<file path="src/rtl/pe_array_pkg.sv">
// Shared widths, FSM encoding and saturation helpers for the PE read-out path.
package pe_array_pkg;

    localparam int DEF_PE_OUTPUT_WD = 18;
    localparam int DEF_OUT_WD       = 8;
    localparam int DEF_SHIFT_WD     = 5;

    localparam logic [0:0] ST_IDLE_CODE = 1'b0;
    localparam logic [0:0] ST_SEND_CODE = 1'b1;

    typedef enum logic [0:0] {
        ST_IDLE = ST_IDLE_CODE,
        ST_SEND = ST_SEND_CODE
    } state_t;

    function automatic int sat_max(input int wd);
        return (1 << (wd - 1)) - 1;
    endfunction

    function automatic int sat_min(input int wd);
        return -(1 << (wd - 1));
    endfunction

endpackage

</file>
<file path="src/rtl/pe_requant.sv">
// Combinational requantizer: round-half-up, arithmetic right shift, optional ReLU, saturate.
// Optional build macro: PE_DRAIN_RELU_EN clamps negative results to zero.
module pe_requant
    import pe_array_pkg::*;
#(
    parameter int IN_WD    = DEF_PE_OUTPUT_WD,
    parameter int OUT_WD   = DEF_OUT_WD,
    parameter int SHIFT_WD = DEF_SHIFT_WD
) (
    input  logic signed [IN_WD-1:0]  acc,
    input  logic        [SHIFT_WD-1:0] shift,
    output logic signed [OUT_WD-1:0] q
);

    localparam logic signed [IN_WD:0] Q_MAX = (IN_WD+1)'(sat_max(OUT_WD));
    localparam logic signed [IN_WD:0] Q_MIN = (IN_WD+1)'(sat_min(OUT_WD));

    logic signed [IN_WD:0] rnd;
    logic signed [IN_WD:0] t;
    logic signed [IN_WD:0] t_sh;

    always_comb begin
        rnd = '0;
        if (shift != '0 && 32'(shift) < IN_WD)
            rnd = (IN_WD+1)'(1) << (shift - 1'b1);
        t = $signed({acc[IN_WD-1], acc}) + rnd;
        // shifts past the accumulator width collapse to the sign
        if (32'(shift) >= IN_WD)
            t_sh = acc[IN_WD-1] ? '1 : '0;
        else
            t_sh = t >>> shift;
`ifdef PE_DRAIN_RELU_EN
        if (t_sh < 0)
            t_sh = '0;
`endif
        if (t_sh > Q_MAX)
            q = Q_MAX[OUT_WD-1:0];
        else if (t_sh < Q_MIN)
            q = Q_MIN[OUT_WD-1:0];
        else
            q = t_sh[OUT_WD-1:0];
    end

endmodule

</file>
<file path="src/rtl/pe_row_drain.sv">
// Snapshots one PE row on acc_done_i, clears the PEs and streams requantized results.
// Optional build macro: PE_DRAIN_RELU_EN (ReLU before saturation, protocol unchanged).
//
// state   | meaning
// ST_IDLE | waiting for acc_done_i; snapshot held
// ST_SEND | streaming snap[idx], one element per valid/ready transfer
module pe_row_drain
    import pe_array_pkg::*;
#(
    parameter int PE_NUM       = 16,
    parameter int PE_OUTPUT_WD = DEF_PE_OUTPUT_WD,
    parameter int OUT_WD       = DEF_OUT_WD,
    parameter int SHIFT_WD     = DEF_SHIFT_WD
) (
    input  logic                           clk,
    input  logic                           rstn,
    input  logic                           acc_done_i,
    input  logic [PE_NUM*PE_OUTPUT_WD-1:0] pe_acc_i,
    input  logic [SHIFT_WD-1:0]            shift_i,
    output logic                           clr_o,
    output logic                           busy_o,
    output logic                           out_vld_o,
    input  logic                           out_rdy_i,
    output logic [OUT_WD-1:0]              out_data_o,
    output logic [$clog2(PE_NUM)-1:0]      out_idx_o,
    output logic                           out_last_o,
    output logic                           done_o,
    output logic                           err_o
);

    localparam int                IDX_WD   = $clog2(PE_NUM);
    localparam logic [IDX_WD-1:0] IDX_LAST = IDX_WD'(PE_NUM - 1);

    state_t                          state;
    logic [IDX_WD-1:0]               idx;
    logic signed [PE_OUTPUT_WD-1:0]  snap [PE_NUM];
    logic [SHIFT_WD-1:0]             shift_r;
    logic                            xfer;

    assign xfer = out_vld_o & out_rdy_i;

    always_ff @(posedge clk or negedge rstn) begin
        if (!rstn) begin
            state     <= ST_IDLE;
            idx       <= '0;
            shift_r   <= '0;
            clr_o     <= 1'b0;
            out_vld_o <= 1'b0;
            done_o    <= 1'b0;
            err_o     <= 1'b0;
            for (int k = 0; k < PE_NUM; k++)
                snap[k] <= '0;
        end else begin
            clr_o  <= 1'b0;
            done_o <= 1'b0;
            case (state)
                ST_IDLE: begin
                    if (acc_done_i) begin
                        for (int k = 0; k < PE_NUM; k++)
                            snap[k] <= pe_acc_i[k*PE_OUTPUT_WD +: PE_OUTPUT_WD];
                        shift_r   <= shift_i;
                        idx       <= '0;
                        clr_o     <= 1'b1;
                        out_vld_o <= 1'b1;
                        state     <= ST_SEND;
                    end
                end
                ST_SEND: begin
                    if (acc_done_i)
                        err_o <= 1'b1;
                    if (xfer) begin
                        if (idx == IDX_LAST) begin
                            idx       <= '0;
                            out_vld_o <= 1'b0;
                            done_o    <= 1'b1;
                            state     <= ST_IDLE;
                        end else begin
                            idx <= idx + 1'b1;
                        end
                    end
                end
                default: state <= ST_IDLE;
            endcase
        end
    end

    assign busy_o     = (state != ST_IDLE);
    assign out_idx_o  = idx;
    assign out_last_o = out_vld_o & (idx == IDX_LAST);

    pe_requant #(
        .IN_WD   (PE_OUTPUT_WD),
        .OUT_WD  (OUT_WD),
        .SHIFT_WD(SHIFT_WD)
    ) u_requant (
        .acc  (snap[idx]),
        .shift(shift_r),
        .q    (out_data_o)
    );

endmodule

</file>
<file path="config.mk">
export PLATFORM = sky130hd
export DESIGN_NAME = pe_row_drain
export DESIGN_NICKNAME = d
export VERILOG_FILES = /design/src/rtl/pe_array_pkg.sv /design/src/rtl/pe_requant.sv /design/src/rtl/pe_row_drain.sv
export SDC_FILE = /design/constraint.sdc
export NUM_CORES = 1
export LEC_CHECK = 0
export BUFFER_PORTS_ARGS = -buffer_cell sky130_fd_sc_hd__buf_2
export CORE_ASPECT_RATIO = 0.9
export CORE_UTILIZATION = 60
export CTS_BUF_LIST = sky130_fd_sc_hd__clkbuf_8
export DETAILED_ROUTE_END_ITERATION = 7
export PLACE_DENSITY = 0.86
export SLEW_MARGIN = 0
export SYNTH_ARGS = -nofsm -noshare
export SYNTH_HDL_FRONTEND = slang
export SYNTH_SLANG_ARGS = --single-unit
</file>
<file path="constraint.sdc">
create_clock -name clk -period 14.7 [get_ports clk]
set_clock_uncertainty 0.1 [all_clocks]
set_input_delay 0.735 -clock clk [delete_from_list [all_inputs] [get_ports clk]]
set_output_delay 0.735 -clock clk [all_outputs]
set_load 0.01 [all_outputs]
</file>
======== After elaboration in Yosys (flattened, before gate mapping) ========
Index checks and enable logic that the tools add are counted.
storage, ports and cells
  bits in registers ....................... 302
  bits of input ports ..................... 297
  output and inout port bits .............. 18
  word-level logic and storage cells ...... 71
cells by class
  add/sub/neg operators ................... 3
  $lt $le $gt $ge ......................... 5
  equal/unequal tests ..................... 4
  shift operators ......................... 2
  mux-type cells .......................... 24
  bitwise gates (word level) .............. 4
  reduce and logical (&&, ||, !) cells .... 6
operators with widths
  kind                  number
  $bmux 18 s4           1
  $mux 19               3
  $mux 18               2
  $add 18x19->19        1
  $gt 19x8->1 const B   1
  $lt 19x8->1 const B   1
  $shl 1x5->19 const A  1
  $sshr 19x5->19        1
  $mux 8                2
  $mux 4                3
  $ge 5x5->1 const B    2
  $mux 1                10
  $pmux 4 s2            1
  $reduce_and 2->1      3
  $lt 5x5->1 const B    1
  $not 4->5             1
  $reduce_bool 5->1     1
  $sub 5x1->5 const B   1
  $add 4x1->4 const B   1
  $eq 4x4->1 const B    1
  $ne 2x1->1 const B    2
  $pmux 1 s2            2
  $reduce_and 3->1      1
  $and 1x1->1           2
  3 further kinds       3

======== Longest topological paths before layout ========
  word-level depth ........................ 10
  depth in mapped cells ................... 19
  gate-level depth less buffers ........... 17

======== Cells and area by module ========
From an unflattened synthesis, not the netlist that was laid out.
second synthesis, totals
  cells, all modules ...................... 1910
  area total of the unflattened synthesis .. 16513.3 um^2
by module, submodules not included
  module        instances  cells each  area each (um^2)  seq. area each (um^2)
  pe_row_drain  1          1507        13800.7           7557.2
  pe_requant    1          403         2712.6            0.0

======== Worst setup path after synthesis ========
OpenSTA, ideal clock, no wires.
  path type ............................... register -> output
  from .................................... reg idx[0], in the netlist out_idx_o[0]
  to ...................................... out out_data_o[2]
  data arrival time ....................... 5.204 ns
  data required time ...................... 13.865 ns
  path slack .............................. 8.661 ns
  cell stages (with the launch flop) ...... 19
  buffers on the path ..................... 5
  cells stage by stage .................... dfrtp_1 > buf_6 > buf_6 > buf_1 > mux4_2 > mux4_2 > ha_1 > buf_2 > and3_1 > clkbuf_1 > and3_1 > a32o_1 > or3_1 > a32o_1 > a221oi_2 > nand3_1 > o31ai_1 > nand3_1 > a31o_1
on the way
  longest elaborated chain between the ends .. 10
  elaborated cells between the ends (all ways) .. 12
  classes of those cells .................. add/sub (1); order compare (2); shift (1); mux (7); bitwise (1)
ends and longest elaborated chain
  what                                             line                source
  start: declaration                               pe_row_drain.sv:35  logic [IDX_WD-1:0] idx;
  start signal: assignment                         pe_row_drain.sv:78  idx <= idx + 1'b1;
  $not 4->5 (implied by the code) (*)              pe_row_drain.sv:96  .acc (snap[idx]),
  $bmux 18 s4 (*)                                  pe_row_drain.sv:96
  $mux 18 (implied by the code) (*) (2 in series)  pe_row_drain.sv:96
  $add 18x19->19                                   pe_requant.sv:26    t = $signed({acc[IN_WD-1], acc}) + rnd;
  $sshr 19x5->19                                   pe_requant.sv:31    t_sh = t >>> shift;
  $mux 19 (*)                                      pe_requant.sv:28    if (32'(shift) >= IN_WD)
  $lt 19x8->1                                      pe_requant.sv:38    else if (t_sh < Q_MIN)
  $mux 8                                           pe_requant.sv:38
  $mux 8 (*)                                       pe_requant.sv:36    if (t_sh > Q_MAX)
  end: declaration                                 pe_row_drain.sv:24  output logic [OUT_WD-1:0] out_data_o,
Mark *: on every way between the ends. The rest lies on a longest branch, timed or not. The select of a mux whose other input is x is not followed.

======== Worst setup path in the final report ========
Same ends and word-level chain as after synthesis.

==> flow_summary_export.csv <==
group,metric,value,unit
synthesis,synth.distinct_cells,68,
floorplan,die_h,156,um
synthesis,synth_cells,1778,
global_route,grt.total_usage,0.361,
setup_path,regToRegSetupSlack,11.09,ns
sta,hold_viol_final,0,
drt,wl_per_cell,19.8,um
floorplan,coreArea,0.0260,sq mm
setup_path,cp-start-kind,"flip-flop",
final_layout,fill_cells,1931,
setup_path,arrival,7.17,ns
cts,cts-root-buf,"clkbuf_8",
setup_path,crit_path_start,"out_idx_o[0]",
floorplan,fp.dieW,173,um
synthesis,yosysWarnings,0,
final_layout,final_cells,2421,
sta,setup_ws,6.70,ns
drt,drtIter0Drc,1336,
power,max-vdd-ir-drop,0.135,mV
final_layout,final_core_util,0.712,
floorplan,io_pins,315,
cts,clock_sinks,302,
cts,clkLatencyLatePin,0.58,ns
floorplan,initial_core_util,0.609,
global_route,overflow,0,
synthesis,synth_top_family_by_area,"simple AND/OR/NAND/NOR gates",
outcome,outcome,"finished, final reports clean",
global_route,grt_pass1_wl,75300,um
cts,cts_setup_buffers,0,
sta,slew_headroom,0.254,
synthesis,seq_area_frac_synth,0.477,
sta,fin_crit_sh,0.544,
place,post-place-cells,2336,
global_route,grt_max_degree,206,
final_layout,area_growth,16.8,%
final_layout,final_nets,2354,
synthesis,synthMuxAreaShare,0.136,
synthesis,synth_compound_area_frac,0.0716,
synthesis,synth_xor_area_frac,0.00940,
power,pwr_density_cell,251,mW/mm^2
sta,setup_viol,0,
setup_path,setup.worst_path.end_class,"primary output",
sta,whs,0.0394,ns
drt,drt-total-wl,48000,um
sta,setup_tns,0,ns
synthesis,synth_area_leaders,"dfrtp_1, nand2_1, mux4_2",
global_route,grt_pass1_vias,14073,
synthesis,ys.flop_type,"dfrtp_1",
synthesis,synth_commonest_cells,"nand2_1, dfrtp_1, clkbuf_1, mux4_2, nor2_1",
synthesis,syn_area_per_cell,8.91,sq um
drt,remaining_drc_errors,0,
cts,clk_pin_slew_worst_paths,0.07,ns
drt,drt_pass1_iterations,8,
place,place_area,0.0175,sq mm
synthesis,post-synth-top-count-cell,"nand2_1",
sta,min_period,8.00,ns
global_route,antenna_found_initial,4,
drt,ant_nets,0,
drt,via_per_inst,5.88,
sta,timing.fmax,0.125,GHz
cts,cts_tree,"built",
sta,rsz0062_at_grt,"false",
synthesis,ys_ff_latch,302,
setup_path,crit_path_max_fanout,40,
setup_path,crit_type,"reg -> out",
synthesis,yosys.area_share.simple,0.258,
cts,cts_buffers,47,
final_layout,layout-drive-gt1-share,0.242,
final_layout,stdcell_area,0.0185,sq mm
setup_path,ff2ff_path_depth,5,
cts,cts_resized,0,
cts,cts.htree.levels,2,
setup_path,rr_startpoint,"busy_o",
synthesis,synthArstFlopShare,1.00,
sta,tightestPinTransition,1.12,ns
flow_run,cap_violations,0,
floorplan,design.die.area,0.0271,sq mm
setup_path,worstPathRequired,13.86,ns
place,port_buffers,314,
synthesis,syn_nets,2095,
sta,slew_violations,0,
cts,cts_buffer_depth,3,
cts,cts_hold_buf,0,
synthesis,yosys.area.top_type,"dfrtp_1",
min_path,hold_class,"in -> async",
power,cellLeakagePower,9.70,nW
synthesis,synth-edff-count,0,
synthesis,synthAdderAreaFrac,0.0163,
synthesis,syn_area,0.0158,sq mm
floorplan,rows,56,
place,dp_slack,7.37,ns
place,gp_congestion,0.936,
place,place_hpwl,34400,um
power,finalPower,4.64,mW
synthesis,netlist.area_leader.share,0.477,
drt,vias,14241,
## cells by family (layout without fill, tap and decap cells)
kind of cell / after synthesis / count (layout)
fa+ha+maj: 20 / 20
flops: 302 / 302
simple gates: 1049 / 1049
compound gates: 165 / 165
buf+inv: 126 / 418
xor+xnor: 14 / 14
mux: 101 / 101
other cells: 1 / 4
## placed cells by master, fill, tap and decap left out, types with 13 or more instances in the layout
| master | netlist | layout |
|---|---|---|
| o21ai_0 | 25 | 25 |
| nor2_1 | 60 | 60 |
| buf_2 | 2 | 313 |
| a211oi_1 | 22 | 22 |
| mux4_2 | 91 | 91 |
| dfrtp_1 | 302 | 300 |
| a21oi_1 | 38 | 38 |
| clkbuf_8 | 0 | 60 |
| nor3_1 | 13 | 13 |
| ha_1 | 19 | 19 |
| nand2_1 | 929 | 929 |
| inv_1 | 9 | 22 |
## path summary, 6_finish.rpt
path                                       to
worst max-delay path            out_data_o[2]
worst min-delay path               shift_r[2]
worst max register to register      snap[166]
worst min register to register          err_o
max in group asynchronous        out_idx_o[0]
min in group clk                     snap[91]
## worst max-delay path, stage by stage (launching register included)
cell and delay (ns):
dfrtp_4 0.95, buf_4 0.73, mux4_2 0.63, mux4_2 0.52
ha_1 0.41, a21oi_1 0.53, nand2_1 0.11, o21ai_1 0.31
o211ai_1 0.20, xor2_1 0.22, a222oi_1 0.38, a21boi_1 0.32
a31oi_1 0.13, o31ai_1 0.39, nand3_1 0.28, a31o_1 0.26
buf_2 0.13
## power by group
group | total [mW] | internal, mW | switching, mW
Clock | 0.740 | 0.402 | 0.338
Combinational | 2.37 | 1.02 | 1.35
Sequential | 1.53 | 1.22 | 0.308
## metal layers
metal  GRT usage  routed length (um)  up-vias
met5           0                  29        -
met3      0.0563                3810      138
met2       0.573               22500      741
li1            -                   -     6432
met4       0.169                2130        4
met1       0.496               19500     6926
## flip-flops by register name, summed over array words and instances, names as in the netlist
signal     cells
busy_o         1
err_o          1
done_o         1
shift_r        5
out_idx_o      4
clr_o          1
out_vld_o      1
snap         288
## final cells by class
class	count	area, sq um	share of cell area
multi-input cells	1350	7790	0.421
flip-flops and latches	302	7560	0.409
well taps	348	435	0.0235
repair buffers	326	1670	0.0904
clock buffers	60	826	0.0446
clock inverters	22	156	0.00846
diodes	3	7.51	0.000406
inverters	10	45.0	0.00244
No activity file was read; power rests on OpenSTA's default activity.
